**src/rtl/debounce_pulse_if.sv**
```systemverilog
// debounce_pulse_if: the button-side bundle of the debouncer.
//   btn_in    : raw, asynchronous, bouncy button level (into the debouncer)
//   pulse_out : one-cycle count-enable pulse per accepted press
//   level_out : debounced button level, 1 = pressed
// master = whoever drives the button and consumes the outputs; slave = debouncer.
interface debounce_pulse_if;
    logic btn_in;
    logic pulse_out;
    logic level_out;

    modport master (output btn_in, input pulse_out, input level_out);
    modport slave  (input btn_in, output pulse_out, output level_out);
endinterface

```
**src/rtl/debounce_pulse.sv**
```systemverilog
// debounce_pulse: turns a raw pushbutton into one clean count-enable pulse
// per physical press. Pipeline: 2-flop synchronizer -> debounce FSM with a
// stability counter -> registered one-shot.
// Ports:
//   clk : system clock, all state on the rising edge
//   rst : synchronous active-high reset
//   bus : debounce_pulse_if.slave (btn_in in; pulse_out, level_out out)
module debounce_pulse #(
    parameter int   STABLE_CYCLES = 16,
    parameter int   CNT_WIDTH     = 5,
    parameter logic ACTIVE_LEVEL  = 1'b1
) (
    input  logic              clk,
    input  logic              rst,
    debounce_pulse_if.slave   bus
);

    if (STABLE_CYCLES < 2 || STABLE_CYCLES > (1 << CNT_WIDTH) - 1) begin : g_bad_params
        $error("debounce_pulse: STABLE_CYCLES must be in 2..2^CNT_WIDTH-1");
    end

    localparam logic [CNT_WIDTH-1:0] CNT_LAST = CNT_WIDTH'(STABLE_CYCLES - 1);
    localparam logic [CNT_WIDTH-1:0] CNT_ONE  = CNT_WIDTH'(1);

    typedef enum logic [1:0] {
        IDLE         = 2'd0,
        PRESS_WAIT   = 2'd1,
        PRESSED      = 2'd2,
        RELEASE_WAIT = 2'd3
    } state_t;

    logic                 sync1_q, sync2_q;
    logic                 act;
    state_t               state_q;
    logic [CNT_WIDTH-1:0] cnt_q;
    logic                 pulse_q;
    logic                 level_q;

    // Two-flop synchronizer; resets to the released level so a held button
    // looks like a fresh press once reset drops.
    always_ff @(posedge clk) begin
        if (rst) begin
            sync1_q <= ~ACTIVE_LEVEL;
            sync2_q <= ~ACTIVE_LEVEL;
        end else begin
            sync1_q <= bus.btn_in;
            sync2_q <= sync1_q;
        end
    end

    assign act = (sync2_q == ACTIVE_LEVEL);

    // Debounce FSM. level_q tracks the next state (PRESSED/RELEASE_WAIT) so
    // it lines up with state_q; pulse_q is set only on PRESS_WAIT->PRESSED.
    always_ff @(posedge clk) begin
        if (rst) begin
            state_q <= IDLE;
            cnt_q   <= '0;
            pulse_q <= 1'b0;
            level_q <= 1'b0;
        end else begin
            pulse_q <= 1'b0;
            case (state_q)
                IDLE: begin
                    level_q <= 1'b0;
                    if (act) begin
                        state_q <= PRESS_WAIT;
                        cnt_q   <= CNT_ONE;
                    end else begin
                        cnt_q   <= '0;
                    end
                end
                PRESS_WAIT: begin
                    if (!act) begin
                        // Glitch: level did not hold long enough.
                        state_q <= IDLE;
                        cnt_q   <= '0;
                        level_q <= 1'b0;
                    end else if (cnt_q == CNT_LAST) begin
                        state_q <= PRESSED;
                        cnt_q   <= '0;
                        pulse_q <= 1'b1;
                        level_q <= 1'b1;
                    end else begin
                        cnt_q   <= cnt_q + CNT_ONE;
                        level_q <= 1'b0;
                    end
                end
                PRESSED: begin
                    level_q <= 1'b1;
                    if (!act) begin
                        state_q <= RELEASE_WAIT;
                        cnt_q   <= CNT_ONE;
                    end
                end
                RELEASE_WAIT: begin
                    if (act) begin
                        // Release bounce: fall back without a new pulse.
                        state_q <= PRESSED;
                        cnt_q   <= '0;
                        level_q <= 1'b1;
                    end else if (cnt_q == CNT_LAST) begin
                        state_q <= IDLE;
                        cnt_q   <= '0;
                        level_q <= 1'b0;
                    end else begin
                        cnt_q   <= cnt_q + CNT_ONE;
                        level_q <= 1'b1;
                    end
                end
                default: begin
                    state_q <= IDLE;
                    cnt_q   <= '0;
                    level_q <= 1'b0;
                end
            endcase
        end
    end

    assign bus.pulse_out = pulse_q;
    assign bus.level_out = level_q;

endmodule

```
**src/flat_wrapper.sv**
```systemverilog
// flat-port wrapper written by rule: the top's interface ports become plain ports
module debounce_pulse_flat 
#(
    parameter int   STABLE_CYCLES = 16,
    parameter int   CNT_WIDTH     = 5,
    parameter logic ACTIVE_LEVEL  = 1'b1
)
  (clk, rst, bus_btn_in, bus_pulse_out, bus_level_out);
  debounce_pulse_if bus_i ();
  input  logic clk;
  input  logic rst;
  input wire logic [$bits(bus_i.btn_in)-1:0] bus_btn_in;
  output wire logic [$bits(bus_i.pulse_out)-1:0] bus_pulse_out;
  output wire logic [$bits(bus_i.level_out)-1:0] bus_level_out;
  assign bus_i.btn_in = bus_btn_in;
  assign bus_pulse_out = bus_i.pulse_out;
  assign bus_level_out = bus_i.level_out;
  debounce_pulse #(.STABLE_CYCLES(STABLE_CYCLES), .CNT_WIDTH(CNT_WIDTH), .ACTIVE_LEVEL(ACTIVE_LEVEL)) u_core (.clk(clk), .rst(rst), .bus(bus_i));
endmodule
```
**config.mk**
```make
export PLATFORM = sky130hd
export DESIGN_NAME = debounce_pulse_flat
export DESIGN_NICKNAME = d
export VERILOG_FILES = /design/src/rtl/debounce_pulse_if.sv /design/src/rtl/debounce_pulse.sv /design/src/flat_wrapper.sv
export SDC_FILE = /design/constraint.sdc
export NUM_CORES = 1
export LEC_CHECK = 0
export CORE_AREA = 8 8 45 47
export CTS_BUF_LIST = sky130_fd_sc_hd__clkbuf_8
export CTS_CLUSTER_SIZE = 14
export DETAILED_ROUTE_END_ITERATION = 6
export DIE_AREA = 0 0 53 55
export GPL_ROUTABILITY_DRIVEN = 0
export PLACE_DENSITY = 0.64
export RECOVER_POWER = 50
export SETUP_SLACK_MARGIN = 0.2
export SYNTH_ARGS = -nofsm -noshare
export SYNTH_HDL_FRONTEND = slang
export SYNTH_SLANG_ARGS = --single-unit
```
**constraint.sdc**
```tcl
create_clock -name clk -period 1.8 [get_ports clk]
set_input_delay 0.27 -clock clk [delete_from_list [all_inputs] [get_ports clk]]
set_output_delay 0.27 -clock clk [all_outputs]
set_load 0.01 [all_outputs]
```
[Word level (Yosys, flattened, before mapping)]
Index checks and enable logic that the tools add are counted.
Operators by class
  eq/ne operators: 8
  reduce and logical (&&, ||, !) cells: 3
  bitwise gates (word level): 1
  $add $sub $neg: 1
  muxes and demuxes: 18
Operator list (number)
  $mux W5: 4
  $pmux W5 S4: 1
  $mux W2: 6
  $pmux W2 S4: 1
  $add A5 B1 Y5 const B: 1
  $eq A5 B4 Y1 const B: 1
  $mux W1: 5
  $eq A2 B2 Y1 const B: 2
  $pmux W1 S4: 1
  $reduce_and A4 Y1: 1
  $ne A3 B1 Y1 const B: 1
  $ne A3 B3 Y1 const B: 1
  $eq A2 B1 Y1 const B: 1
  $logic_not A2 Y1: 1
  $ne A2 B1 Y1 const B: 1
  $ne A2 B2 Y1 const B: 1
  $reduce_or A2 Y1: 1
  $not A1 Y1: 1
Storage, ports and cells
  output and inout port bits: 2
  register bits: 11

[Depth between registers and ports, before layout]
  depth in word-level cells: 4
  mapped depth: 5
  gate-level depth less buffers: 5

[Worst setup path before layout]
No wires, ideal clock.
  path type: register to register
  start point: register u_core.cnt_q[0]
  end point: register (tool-made name)
  data required time: 1671 ps
  arrival time: 1151 ps
  setup time: 129 ps
  stages on the path, launching flop included: 6
  period minus slack after synthesis: 1280 ps
  setup slack: 520 ps
  cell sequence: dfxtp_1 > ha_1 > and2b_1 > nand4_1 > mux2i_1 > nor2_1
RTL lines
  start: declaration: line debounce_pulse.sv:35  | logic [CNT_WIDTH-1:0] cnt_q;
  start signal: assignment: line debounce_pulse.sv:85  | cnt_q <= cnt_q + CNT_ONE;
  start signal: assignment: line debounce_pulse.sv:107  | cnt_q <= cnt_q + CNT_ONE;

==> run_results.csv <==
group,metric,value,unit
global_route,grt_start_max_net_pins,12,
cells_and_area,final_nets,58,
timing,final_max_slew_viol_count,0,
timing,setup_viol,0,
power,internal-power,404.6,uW
route,met1_length,389,um
timing,rsz0062_at_grt,"false",
cts,numCtsBuffers,3,
logic_synthesis,yosys_warnings,0,
global_route,overflow,0,
cells_and_area,final_common_cell,"dfxtp_1",
cells_and_area,final_area,556.8,um^2
timing,max_freq,675.9,MHz
power,swShare,20.36,%
die,initial_core_util,32.46,%
power,clkPwrFrac,47.8,%
logic_synthesis,yosysSeqAreaShare,49.03,%
timing,min_period,1480,ps
cts,cts.sinks,11,
cts,clock_path_buffers,2,
route,final_antenna_net_count,0,
route,wl_met3,16,um
logic_synthesis,postSynthAreaPerCell,9.765,um^2
worst_setup_path,crit_type,"reg2reg",
place,dpl-instance-area,505.5,um^2
route,wl_met2,395,um
route,drt_iter0_markers,4,
power,p_seq_share,49.3,%
route,drc,0,
timing,setup_tns,0,ps
cells_and_area,drive_gt1_share,15.09,%
route,via_per_inst,4.986,
logic_synthesis,netlist_area,449.2,um^2
cts,cts_tree,"yes",
worst_setup_path,critPathRequiredTime,1910,ps
die,core_region_area,1384,um^2
power,powerDensity,912.4,nW/um^2
power,power.leakage,0.0001929,uW
cts,clk_latency,240,ps
timing,slew_headroom,71.52,%
logic_synthesis,syn_inst,46,
cts,clkTransAtPathRegs,50,ps
die,die_area,2915,um^2
route,dr.pass1.iters,4,
cts,cts_resized,0,
logic_synthesis,ys_seq_elements,11,
route,routed_wirelength,854,um
route,dr.max_layer_used,"met4",
flow_run,drv_cap,0,
logic_synthesis,synth_cell_type_count,25,
route,avgRoutedWirePerCell,12.38,um
cells_and_area,area_growth,23.96,%
global_route,grt_pass1_vias,336,
timing,fin_crit_sh,82.20,%
cts,cts_hold_buffers,0,
worst_setup_path,cp-end-kind,"register",
worst_setup_path,cp_data_arrival_time,1590,ps
power,ir_drop,0.3105,mV
place,io_buffers,4,
worst_setup_path,start_kind,"register",
worst_setup_path,cp_max_fo,5,
die,dieWidth,53,um
power,combPwrFrac,2.9,%
timing,max_slew.worst_pin.slew,424.2,ps
cts,postCtsSetupBuffers,0,
logic_synthesis,synth_nets,50,
status,status,"finished, final reports clean",
die,die_h,55,um
power,switchingPower,103.4,uW
cells_and_area,fin_util,40.24,%
die,ios,5,
timing,skew,0.7553,ps
cells_and_area,num_antenna_cells,0,
timing,final_hold_viol_count,0,
global_route,grt_pass1_wl,1462,um
die,num_rows,14,
place,dp_hpwl,592.3,um
cts,cts_max_level,1,
route,vias,344,
worst_hold_path,hp-class,"reg2reg",
cts,cts_root_buf,"clkbuf_8",
global_route,antenna_found_initial,0,
cells_and_area,final_cell_mix,"dfxtp_1, nor2_1, a21oi_1, clkbuf_8, clkdlybuf4s50_1",
global_route,grt.total_usage,7.511,%
## kinds of logic after synthesis
group	count (synthesis)	synth area share [%]
simple gates	19	25.35
compound gates	11	16.99
flops	11	49.02
buf+inv	2	1.670
xor+xnor	1	1.950
mux	1	2.229
fa+ha+maj	1	2.785
## worst paths after layout
kind	cells after the start	slack [ps]	to	from
worst max-delay path	5	320	register	u_core.cnt_q[0]$_SDFFE_PP0N_
worst min-delay path	1	460	u_core.act$_SDFF_PP0_	u_core.sync1_q$_SDFF_PP0_
worst max register to register	5	320	register	u_core.cnt_q[0]$_SDFFE_PP0N_
worst min register to register	1	460	u_core.act$_SDFF_PP0_	u_core.sync1_q$_SDFF_PP0_
## layout make-up
type / instances / area, um^2
Clock buffer: 3 / 41.29
Clock inverter: 1 / 3.754
Fill cell: 143 / 827.0
Inverter: 1 / 3.754
Multi-Input combinational cell: 33 / 227.7
Sequential cell: 11 / 220.2
Tap cell: 16 / 20.02
Timing Repair Buffer: 4 / 40.04
## cells in the mapped netlist, drive strengths merged
cell	n	area, um^2
ha	1	12.51
or2	1	6.260
o221ai	1	8.760
nand2	2	7.510
nor3b	2	15.01
nor3	1	5.000
clkbuf	1	3.750
nand3b	1	7.510
mux2i	1	10.01
nand3	1	5.000
xnor2	1	8.760
a21oi	5	25.02
a41oi	1	8.760
a22oi	1	7.510
a211oi	1	12.51
inv	1	3.750
nor2b	3	26.27
nor2	5	18.77
and2b	1	7.510
dfxtp	11	220.2
nand4	1	6.260
nor4b	1	8.760
o21ai	2	13.76
## routing by layer
layer	vias up	global-route usage, %
li1	180	-
met1	155	7.515
met2	5	10.74
met3	4	2.406
met4	0	10.34
met5	-	0
## power groups by stage
stage | clock network (uW) | logic (uW) | registers, uW
detailed placement | 0 | 15.2 | 255
global placement | 0 | 14.8 | 255
CTS | 253 | 15.3 | 250
finish | 243 | 14.6 | 251
floorplan | 0 | 9.45 | 255
global route | 265 | 16.2 | 251
## registers in the layout (all words and copies together) (netlist names), named ones only
signal	count
u_core.bus.level_out	1
u_core.act	1
u_core.cnt_q	5
u_core.state_q	1
u_core.bus.pulse_out	1
u_core.sync1_q	1
## stage by stage
stage / instances / total power, uW / hold WS, ps / worst slack [ps]
6_report: 69 / 508.0 / 464.6 / 320.4
5_1_grt: 69 / 532.4 / 481.3 / 200.2
4_1_cts: 69 / 518.7 / 472.0 / 339.4
3_5_place_dp: 65 / 270.6 / 454.8 / 350.4
3_3_place_gp: 65 / 270.1 / 418.7 / 415.6
2_1_floorplan: 46 / 264.0 / 398.2 / 520.1
## critical path: stages (launching register included)
cell     delay, ps
dfxtp_1        390
ha_2           230
and2b_1        150
nand4_1        240
mux2i_2        280
nor2_1          70
Note: power is estimated with default switching activity, not from simulation.
